`src/rtl/i2c_bus_sniffer_pkg.sv`:
```
// Shared event codes and decoder state encodings for the passive I2C bus sniffer.
package i2c_sniff_pkg;

    typedef enum logic [1:0] {
        EV_START   = 2'd0,
        EV_RESTART = 2'd1,
        EV_STOP    = 2'd2,
        EV_BYTE    = 2'd3
    } ev_type_e;

    typedef enum logic [1:0] {
        IDLE = 2'd0,
        DATA = 2'd1,
        ACK  = 2'd2
    } sniff_state_e;

endpackage

```
`src/rtl/i2c_bus_sniffer_if.sv`:
```
// Pin taps plus the event stream handshake between the sniffer and its consumer.
interface i2c_bus_sniffer_if;
    import i2c_sniff_pkg::*;

    logic       scl_in;
    logic       sda_in;
    logic       ev_valid;
    logic       ev_ready;
    ev_type_e   ev_type;
    logic [7:0] ev_data;
    logic       ev_ack;
    logic       ev_first;
    logic       overflow;
    logic       frame_err;
    logic       busy;

    modport master (
        input  scl_in, sda_in, ev_ready,
        output ev_valid, ev_type, ev_data, ev_ack, ev_first, overflow, frame_err, busy
    );

    modport slave (
        output scl_in, sda_in, ev_ready,
        input  ev_valid, ev_type, ev_data, ev_ack, ev_first, overflow, frame_err, busy
    );
endinterface

```
`src/rtl/i2c_bus_sniffer_line_filter.sv`:
```
// Two-flop synchroniser followed by a stability counter; the output only follows the
// pin after it has held a new level for FILTER_LEN consecutive cycles.
module i2c_line_filter #(
    parameter int FILTER_LEN = 4,
    parameter int CNT_W      = 4
) (
    input  logic ICE_CLK,
    input  logic rst,
    input  logic line_in,
    output logic line_out
);

    logic             sync1_r;
    logic             sync2_r;
    logic             filt_r;
    logic [CNT_W-1:0] cnt_r;

    // Synchronise the raw pin and debounce it against the current filtered level.
    always_ff @(posedge ICE_CLK) begin
        if (rst) begin
            sync1_r <= 1'b1;
            sync2_r <= 1'b1;
            filt_r  <= 1'b1;
            cnt_r   <= {CNT_W{1'b0}};
        end else begin
            sync1_r <= line_in;
            sync2_r <= sync1_r;
            if (sync2_r != filt_r) begin
                if (cnt_r == CNT_W'(FILTER_LEN - 1)) begin
                    filt_r <= sync2_r;
                    cnt_r  <= {CNT_W{1'b0}};
                end else begin
                    cnt_r <= cnt_r + CNT_W'(1);
                end
            end else begin
                cnt_r <= {CNT_W{1'b0}};
            end
        end
    end

    assign line_out = filt_r;

endmodule

```
`src/rtl/i2c_bus_sniffer.sv`:
```
// Passive I2C decoder: filters the tapped SCL/SDA pins and emits START/RESTART/STOP/BYTE
// events on a valid/ready stream. Never drives the bus.
module i2c_bus_sniffer
    import i2c_sniff_pkg::*;
#(
    parameter int FILTER_LEN = 4,
    parameter int CNT_W      = 4
) (
    input  logic              ICE_CLK,
    input  logic              rst,
    i2c_bus_sniffer_if.master bus
);

    logic         scl_f_s;
    logic         sda_f_s;
    logic         scl_prev_r;
    logic         sda_prev_r;
    logic         scl_rise_s;
    logic         scl_fall_s;
    logic         start_s;
    logic         stop_s;

    sniff_state_e state_r;
    logic [2:0]   bit_cnt_r;
    logic         bit_pend_r;
    logic [7:0]   shreg_r;
    logic         first_r;

    logic         ev_fire_s;
    ev_type_e     ev_kind_s;
    logic [7:0]   ev_byte_s;
    logic         ev_ack_s;
    logic         ev_first_s;
    logic         frame_bad_s;
    logic         frame_set_s;

    logic         ev_valid_r;
    ev_type_e     ev_type_r;
    logic [7:0]   ev_data_r;
    logic         ev_ack_r;
    logic         ev_first_r;
    logic         overflow_r;
    logic         frame_err_r;
    logic         busy_r;

    i2c_line_filter #(.FILTER_LEN(FILTER_LEN), .CNT_W(CNT_W)) u_scl_filter (
        .ICE_CLK  (ICE_CLK),
        .rst      (rst),
        .line_in  (bus.scl_in),
        .line_out (scl_f_s)
    );

    i2c_line_filter #(.FILTER_LEN(FILTER_LEN), .CNT_W(CNT_W)) u_sda_filter (
        .ICE_CLK  (ICE_CLK),
        .rst      (rst),
        .line_in  (bus.sda_in),
        .line_out (sda_f_s)
    );

    // Bus conditions; requiring SCL high in both cycles lets a simultaneous SCL edge win.
    assign scl_rise_s = scl_f_s & ~scl_prev_r;
    assign scl_fall_s = ~scl_f_s & scl_prev_r;
    assign start_s    = scl_f_s & scl_prev_r & sda_prev_r & ~sda_f_s;
    assign stop_s     = scl_f_s & scl_prev_r & ~sda_prev_r & sda_f_s;

    // The SCL rise that precedes a STOP/RESTART is not a completed data bit, so a bit
    // still pending (SCL not yet fallen) is discounted when judging a truncated byte.
    assign frame_bad_s = (state_r == ACK) || (bit_cnt_r != {2'b00, bit_pend_r});

    // Decide which event, if any, the current cycle produces.
    always_comb begin
        ev_fire_s   = 1'b0;
        ev_kind_s   = EV_START;
        ev_byte_s   = 8'h00;
        ev_ack_s    = 1'b0;
        ev_first_s  = 1'b0;
        frame_set_s = 1'b0;
        case (state_r)
            IDLE: begin
                if (start_s) begin
                    ev_fire_s = 1'b1;
                    ev_kind_s = EV_START;
                end else begin
                    ev_fire_s = 1'b0;
                end
            end
            DATA, ACK: begin
                if (start_s) begin
                    ev_fire_s   = 1'b1;
                    ev_kind_s   = EV_RESTART;
                    frame_set_s = frame_bad_s;
                end else if (stop_s) begin
                    ev_fire_s   = 1'b1;
                    ev_kind_s   = EV_STOP;
                    frame_set_s = frame_bad_s;
                end else if (scl_rise_s && (state_r == ACK)) begin
                    ev_fire_s  = 1'b1;
                    ev_kind_s  = EV_BYTE;
                    ev_byte_s  = shreg_r;
                    ev_ack_s   = ~sda_f_s;
                    ev_first_s = first_r;
                end else begin
                    ev_fire_s = 1'b0;
                end
            end
            default: begin
                ev_fire_s = 1'b0;
            end
        endcase
    end

    // Decoder state machine, sticky flags and the event output register.
    always_ff @(posedge ICE_CLK) begin
        if (rst) begin
            scl_prev_r  <= 1'b1;
            sda_prev_r  <= 1'b1;
            state_r     <= IDLE;
            bit_cnt_r   <= 3'd0;
            bit_pend_r  <= 1'b0;
            shreg_r     <= 8'h00;
            first_r     <= 1'b0;
            busy_r      <= 1'b0;
            ev_valid_r  <= 1'b0;
            ev_type_r   <= EV_START;
            ev_data_r   <= 8'h00;
            ev_ack_r    <= 1'b0;
            ev_first_r  <= 1'b0;
            overflow_r  <= 1'b0;
            frame_err_r <= 1'b0;
        end else begin
            scl_prev_r <= scl_f_s;
            sda_prev_r <= sda_f_s;

            case (state_r)
                IDLE: begin
                    if (start_s) begin
                        state_r    <= DATA;
                        bit_cnt_r  <= 3'd0;
                        bit_pend_r <= 1'b0;
                        first_r    <= 1'b1;
                        busy_r     <= 1'b1;
                    end
                end
                DATA, ACK: begin
                    if (start_s) begin
                        state_r    <= DATA;
                        bit_cnt_r  <= 3'd0;
                        bit_pend_r <= 1'b0;
                        first_r    <= 1'b1;
                    end else if (stop_s) begin
                        state_r    <= IDLE;
                        bit_pend_r <= 1'b0;
                        busy_r     <= 1'b0;
                    end else if (scl_rise_s && (state_r == DATA)) begin
                        shreg_r    <= {shreg_r[6:0], sda_f_s};
                        bit_pend_r <= 1'b1;
                        if (bit_cnt_r == 3'd7) begin
                            state_r <= ACK;
                        end else begin
                            bit_cnt_r <= bit_cnt_r + 3'd1;
                        end
                    end else if (scl_rise_s) begin
                        state_r    <= DATA;
                        bit_cnt_r  <= 3'd0;
                        bit_pend_r <= 1'b0;
                        first_r    <= 1'b0;
                    end else if (scl_fall_s) begin
                        bit_pend_r <= 1'b0;
                    end
                end
                default: begin
                    state_r <= IDLE;
                    busy_r  <= 1'b0;
                end
            endcase

            if (frame_set_s) begin
                frame_err_r <= 1'b1;
            end

            if (ev_fire_s) begin
                if (!ev_valid_r || bus.ev_ready) begin
                    ev_valid_r <= 1'b1;
                    ev_type_r  <= ev_kind_s;
                    ev_data_r  <= ev_byte_s;
                    ev_ack_r   <= ev_ack_s;
                    ev_first_r <= ev_first_s;
                end else begin
                    overflow_r <= 1'b1;
                end
            end else if (ev_valid_r && bus.ev_ready) begin
                ev_valid_r <= 1'b0;
            end
        end
    end

    assign bus.ev_valid  = ev_valid_r;
    assign bus.ev_type   = ev_type_r;
    assign bus.ev_data   = ev_data_r;
    assign bus.ev_ack    = ev_ack_r;
    assign bus.ev_first  = ev_first_r;
    assign bus.overflow  = overflow_r;
    assign bus.frame_err = frame_err_r;
    assign bus.busy      = busy_r;

endmodule

```
`src/flat_wrapper.sv`:
```
// flat-port wrapper written by rule: the top's interface ports become plain ports
module i2c_bus_sniffer_flat import i2c_sniff_pkg::*;
#(
    parameter int FILTER_LEN = 4,
    parameter int CNT_W      = 4
)
  (ICE_CLK, rst, bus_scl_in, bus_sda_in, bus_ev_ready, bus_ev_valid, bus_ev_type, bus_ev_data, bus_ev_ack, bus_ev_first, bus_overflow, bus_frame_err, bus_busy);
  i2c_bus_sniffer_if bus_i ();
  input  logic ICE_CLK;
  input  logic rst;
  input wire logic [$bits(bus_i.scl_in)-1:0] bus_scl_in;
  input wire logic [$bits(bus_i.sda_in)-1:0] bus_sda_in;
  input wire logic [$bits(bus_i.ev_ready)-1:0] bus_ev_ready;
  output wire logic [$bits(bus_i.ev_valid)-1:0] bus_ev_valid;
  output wire logic [$bits(bus_i.ev_type)-1:0] bus_ev_type;
  output wire logic [$bits(bus_i.ev_data)-1:0] bus_ev_data;
  output wire logic [$bits(bus_i.ev_ack)-1:0] bus_ev_ack;
  output wire logic [$bits(bus_i.ev_first)-1:0] bus_ev_first;
  output wire logic [$bits(bus_i.overflow)-1:0] bus_overflow;
  output wire logic [$bits(bus_i.frame_err)-1:0] bus_frame_err;
  output wire logic [$bits(bus_i.busy)-1:0] bus_busy;
  assign bus_i.scl_in = bus_scl_in;
  assign bus_i.sda_in = bus_sda_in;
  assign bus_i.ev_ready = bus_ev_ready;
  assign bus_ev_valid = bus_i.ev_valid;
  assign bus_ev_type = bus_i.ev_type;
  assign bus_ev_data = bus_i.ev_data;
  assign bus_ev_ack = bus_i.ev_ack;
  assign bus_ev_first = bus_i.ev_first;
  assign bus_overflow = bus_i.overflow;
  assign bus_frame_err = bus_i.frame_err;
  assign bus_busy = bus_i.busy;
  i2c_bus_sniffer #(.FILTER_LEN(FILTER_LEN), .CNT_W(CNT_W)) u_core (.ICE_CLK(ICE_CLK), .rst(rst), .bus(bus_i));
endmodule
```
`config.mk`:
```
export PLATFORM = sky130hd
export DESIGN_NAME = i2c_bus_sniffer_flat
export DESIGN_NICKNAME = d
export VERILOG_FILES = /design/src/rtl/i2c_bus_sniffer_pkg.sv /design/src/rtl/i2c_bus_sniffer_if.sv /design/src/rtl/i2c_bus_sniffer_line_filter.sv /design/src/rtl/i2c_bus_sniffer.sv /design/src/flat_wrapper.sv
export SDC_FILE = /design/constraint.sdc
export NUM_CORES = 1
export LEC_CHECK = 0
export BUFFER_PORTS_ARGS = -buffer_cell sky130_fd_sc_hd__buf_2
export CORE_MARGIN = 2
export CORE_UTILIZATION = 50
export DETAILED_ROUTE_END_ITERATION = 10
export GPL_ROUTABILITY_DRIVEN = 0
export PLACE_DENSITY_LB_ADDON = 0.25
export SETUP_SLACK_MARGIN = 0.05
export SLEW_MARGIN = 20
export SYNTH_ARGS = -nofsm -noshare
export SYNTH_HDL_FRONTEND = slang
export SYNTH_SLANG_ARGS = --single-unit
```
`constraint.sdc`:
```
create_clock -name ICE_CLK -period 2.5 [get_ports ICE_CLK]
set_input_delay 0.5 -clock ICE_CLK [delete_from_list [all_inputs] [get_ports ICE_CLK]]
set_output_delay 0.5 -clock ICE_CLK [all_outputs]
set_load 0.01 [all_outputs]
```
# Yosys cells after proc, flatten, opt, wreduce, memory -nomap -nowiden
# Cells that the tools add are included.
[totals] ff_bits=47 latch_bits=0 mem_bits_rw=0 romBits=0 input_bits=5 memories=0
[op_classes] add_sub_neg=3 multipliers=0 div_mod_pow=0 magnitude_cmp=0 n_eq_ne=20 n_shift=0 muxes=57 bitwise=16 reduce_logical=23
[op_table] cell="2-to-1 mux 8 bit" count=4
[op_table] cell="2-to-1 mux 1 bit" count=31
[op_table] cell="2-to-1 mux 2 bit" count=10
[op_table] cell="2-to-1 mux 3 bit" count=6
[op_table] cell="AND reduction 2 bit" count=5
[op_table] cell="AND reduction 5 bit" count=2
[op_table] cell="inverter 1 bit" count=9
[op_table] cell="AND reduction 3 bit" count=3
[op_table] cell="adder 4 x 1 -> 4 bit (second input constant)" count=2
[op_table] cell="== test 4 x 2 -> 1 bit (second input constant)" count=2
[op_table] cell="case mux 1 bit (2 select lines)" count=4
[op_table] cell="AND 1 bit" count=7
[op_table] cell="!= test 3 x 2 -> 1 bit (second input constant)" count=2
[op_table] cell="!= test 6 x 1 -> 1 bit (second input constant)" count=1
[op_table] cell="case mux 3 bit (2 select lines)" count=1
[op_table] cell="OR reduction 3 bit" count=2
[op_table] cell="!= test 5 x 1 -> 1 bit (second input constant)" count=1
[op_table] cell="!= test 5 x 3 -> 1 bit (second input constant)" count=1
[op_table] cell="!= test 2 x 1 -> 1 bit (second input constant)" count=2
[op_table] cell="!= test 2 bit (second input constant)" count=2
[op_table] cell="!= test 4 x 1 -> 1 bit (second input constant)" count=1
[op_table] cell="!= test 4 x 3 -> 1 bit (second input constant)" count=1
[op_table] cell="case mux 2 bit (2 select lines)" count=1
[op_table] cell="AND reduction 4 bit" count=1
[op_table] cell="other kinds (13)" count=18

# Depth between registers and ports, before layout
[depth] ltp_word=9 ltp_mapped=8 ltp_nobuf=6

# Modules after synthesis
# A second synthesis with hierarchy kept.
[unflattened] hier_cells=237 area_unflattened_um2=2192.1
[modules_own_cells] module="i2c_bus_sniffer" n_inst=1 cells_per_inst=189 area_each_um2=1696.6 seq_area_each_um2=660.6
[modules_own_cells] module="i2c_line_filter" n_inst=2 cells_per_inst=24 area_each_um2=247.7 seq_area_each_um2=140.1

# Least setup slack after synthesis
# OpenSTA, ideal clock, no wires.
[synth_timing] path_kind="reg2reg" startpoint="register u_core.state_r[0]" endpoint="register u_core.ev_type_r[0] (netlist: u_core.bus.ev_type[0])" setup_ns=0.070 arrival_ns=1.917 slack_ns=0.513 path_stages_with_launch=8 n_path_buf=1 path_cell_list="dfxtp_1 -> inv_1 -> ha_1 -> buf_2 -> inv_2 -> a221o_1 -> or4_1 -> a21oi_1"
[synth_between] elab_chain_cells=7 word_cells_on_any_way=14
[synth_rtl] item="start, declared" line="i2c_bus_sniffer.sv:23" rtl="sniff_state_e state_r;"
[synth_rtl] item="start signal, assigned" line="i2c_bus_sniffer.sv:117" rtl="state_r <= IDLE;"
[synth_rtl] item="start signal, assigned" line="i2c_bus_sniffer.sv:137" rtl="state_r <= DATA;"
[synth_rtl] item="start signal, assigned" line="i2c_bus_sniffer.sv:146" rtl="state_r <= DATA;"
[synth_rtl] item="== test 2 bit" line="i2c_bus_sniffer.sv:78, i2c_bus_sniffer.sv:96"
[synth_rtl] item="logical AND 1 bit" line="i2c_bus_sniffer.sv:96" rtl="end else if (scl_rise_s && (state_r == ACK)) begin"
[synth_rtl] item="2-to-1 mux 1 bit" line="i2c_bus_sniffer.sv:96"
[synth_rtl] item="2-to-1 mux 1 bit" line="i2c_bus_sniffer.sv:92" rtl="end else if (stop_s) begin"
[synth_rtl] item="2-to-1 mux 1 bit" line="i2c_bus_sniffer.sv:88" rtl="if (start_s) begin"
[synth_rtl] item="case mux 1 bit (2 select lines)" line="i2c_bus_sniffer.sv:78" rtl="case (state_r)"
[synth_rtl] item="AND reduction 2 bit (no source line)"
[synth_rtl] item="end signal, assigned" line="i2c_bus_sniffer.sv:184" rtl="ev_type_r <= ev_kind_s;"
[synth_rtl] item="end, declared" line="i2c_bus_sniffer.sv:38" rtl="ev_type_e ev_type_r;"
# Several ways; a longest one is shown, not always the timed one.
# A chain may end at the register's enable or synchronous reset.

# Final worst setup path
# Ends and elaborated chain as after synthesis.

==> impl_metrics.json <==
{
  "status": "completed",
  "cp.required_ns": 2.74,
  "p_leak_nw": 0.936,
  "avgSynthCellArea_um2": 9.37,
  "maxCapViolCount": 0,
  "grt_pass1_vias": 1558,
  "htreeDepth": 2,
  "max_freq_mhz": 461,
  "drtIter0Drc": 71,
  "tns_ns": 0,
  "core.rowCount": 24,
  "path_cells": "inv_1 -> ha_1 -> inv_2 -> a221o_1 -> or4_1 -> a21oi_1",
  "syn_area_um2": 2180,
  "endpoint_kind": "flop",
  "p_switching_w": 0.000271,
  "antenna_found_initial": 0,
  "ys_types": 45,
  "finClkSkew_ns": 0.00443,
  "cts_buffers": 5,
  "crit_type": "reg -> reg",
  "synth_edf_count": 0,
  "area.growth.synth_to_final_pct": 11.8,
  "yosys-top-cells-area": "dfxtp_1, mux2i_1, ha_1",
  "ys_ff_latch": 47,
  "hold_viol": 0,
  "grt-ovfl-total": 0,
  "fp.dieW_um": 70.1,
  "power.density_nw_per_um2": 556,
  "rsz0062_at_grt": "false",
  "max-vdd-ir-drop_mv": 0.324,
  "crit_fanout": 10,
  "synth_top_family_by_area": "simple AND/OR/NAND/NOR gates",
  "numPortBuffers": 20,
  "n_antenna_cell": 0,
  "ys.flop_type": "dfxtp_1",
  "placed_area_um2": 2320,
  "detail_route.drc_violations": 0,
  "path_buf_inv": 2,
  "cp_num_cells": 6,
  "hp-start": "bus_sda_in",
  "post_cts_buffers": 0,
  "syn_nets": 248,
  "synth_compound_area_frac": 0.135,
  "async_reset_ff_frac": 0,
  "vias": 1633,
  "critPathMaxStageDelay_ns": 0.49,
  "cts_sinks": 47,
  "clockRootBuffer": "clkbuf_8",
  "yosysTopAreaCellShare": 0.431,
  "crit_path_start": "u_core.state_r[0]$_SDFFE_PP0P_",
  "crit_path_top_delay_cell": "or4_1",
  "die_y_um": 70.1,
  "grt_start_max_net_pins": 35,
  "cts_hold_buf": 0,
  "p_seq_frac": 0.556,
  "pin_count": 21,
  "grt_util_all_layers": 0.179,
  "syn_inst": 233,
  "setup_violations": 0,
  "final_cell_mix": "dfxtp_1, nor2_1, mux2i_1, buf_2, nand2_1",
  "p_comb_frac": 0.018,
  "synthAdderAreaFrac": 0.0573,
  "core_area_um2": 4260,
  "cts_tree": "yes",
  "detail-route-antenna-nets": 0,
  "swShare": 0.199,
  "pwr-share-clk": 0.426,
  "postRouteWirelength_um": 4000,
  "rrSetupSlack_ns": 0.33,
  "worst-r2r-cell-count": 6,
  "fin_crit_ns": 2.17,
  "slew_viol_final": 0,
  "synth-simple-area-share": 0.209,
  "first_pass_iters": 5,
  "wl_per_cell_um": 13.1,
  "crit_arrival_ns": 2.41,
  "worstSkewPairLatency_ns": 0.30,
  "cts_resized": 0,
  "final_common_cell": "dfxtp_1",
  "start_util": 0.512,
  "routed_via_density": 5.35,
  "rr_startpoint": "u_core.state_r[0]$_SDFFE_PP0P_",
  "clk_pin_slew_ns": 0.09,
  "slew_headroom": 0.621,
  "synth-xor-area-share": 0.0396,
  "hold_ws_ns": 0.368,
  "hpwl_um": 2800,
  "grt_first_pass_wirelength_um": 7000,
  "nets": 267,
  "synth_area_leader_cell": "dfxtp_1",
  "critPathLaunchType": "flop",
  "dieArea_um2": 4910,
  "worstMarginPinSlew_ns": 0.567,
  "hold_class": "in -> reg",
  "ys.warnings.count": 0,
  "min_path_cells": 2,
  "seq_area_frac_synth": 0.431,
  "stdcell_area_um2": 2440,
  "cts_buffer_depth": 2,
  "cp_top_family": "compound AO/OA/AOI/OAI gates",
  "muxShareOfSynthArea": 0.0917,
  "drive_gt1_frac": 0.178,
  "finalCritPeriodShare": 0.868,
  "internal_power_w": 0.00109
}
## layout make-up
| type | instances | area [um2] |
|---|---|---|
| multi-input cells | 167 | 1160 |
| clock inverters | 2 | 35.0 |
| repair buffers | 23 | 123 |
| clock buffers | 6 | 82.6 |
| fillers | 391 | 1830 |
| inverters | 8 | 30.0 |
| flip-flops and latches | 47 | 941 |
| well taps | 52 | 65.1 |
## cell families after synthesis
family / after synthesis
mux: 20
xor+xnor: 9
simple gates: 86
compound gates: 42
fa+ha+maj: 10
flops: 47
buf+inv: 19
## power groups by stage
stage / combinational [W] / clock, W / sequential [W]
6_report: 0.0000250 / 0.000578 / 0.000754
3_5_place_dp: 0.0000251 / 0 / 0.000772
2_1_floorplan: 0.0000185 / 0 / 0.000771
4_1_cts: 0.0000252 / 0.000593 / 0.000754
3_3_place_gp: 0.0000251 / 0 / 0.000772
5_1_grt: 0.0000276 / 0.000619 / 0.000755
## metrics by stage
step	cells	util	power [W]	setup slack, ns
after floorplan	233	-	0.000790	0.513
after global placement	297	0.544	0.000797	0.392
after detailed placement	297	0.544	0.000797	0.339
after CTS	305	0.572	0.00137	0.326
after global routing	305	0.572	0.00140	0.135
final	305	0.572	0.00136	0.330
## worst reg2reg max path: cells and delay by family, from the launching register on
| family | cells | cell delay [ns] |
|---|---|---|
| compound gates | 2 | 0.57 |
| simple gates | 1 | 0.49 |
| fa+ha+maj | 1 | 0.42 |
| flops | 1 | 0.39 |
| buf+inv | 2 | 0.23 |
## final timing paths
kind | to
worst max-delay path | u_core.bus.ev_type[0]$_SDFFE_PP0P_
worst min-delay path | u_core.u_sda_filter.sync1_r$_SDFF_PP1_
worst max register to register | u_core.bus.ev_type[0]$_SDFFE_PP0P_
worst min register to register | u_core.u_scl_filter.sync2_r$_SDFF_PP1_
## cells in the mapped netlist, types with 2 or more instances
cell	number
dfxtp_1	47
nor2_1	21
mux2i_1	20
nand2_1	19
nand2b_1	18
a21oi_1	11
ha_1	10
inv_1	7
clkbuf_1	6
or2_2	6
xnor2_1	6
nand3_1	5
o21ai_0	5
a211oi_1	3
a31oi_1	3
buf_2	3
nand3b_1	3
nor2b_1	3
nor3b_1	3
o32ai_1	3
a211o_1	2
a21bo_2	2
a221oi_1	2
o211ai_1	2
or3_1	2
xor2_1	2
## layer usage
metal  vias to the layer above  global-route usage  routed length (um)
met3                         5              0.0548                 146
met1                       763               0.227                1960
met5                         -                   0                   0
met4                         0              0.0769                  48
li1                        839                   -                   -
met2                        26               0.283                1850
## flip-flops by register name, summed over array words and instances, names as in the netlist, 2 cells and up
name	flops
u_core.bit_cnt_r	3
u_core.bus.ev_data	8
u_core.bus.ev_type	2
u_core.shreg_r	8
u_core.state_r	2
u_core.u_scl_filter.cnt_r	4
u_core.u_sda_filter.cnt_r	4
No activity file was read; power rests on OpenSTA's default activity.
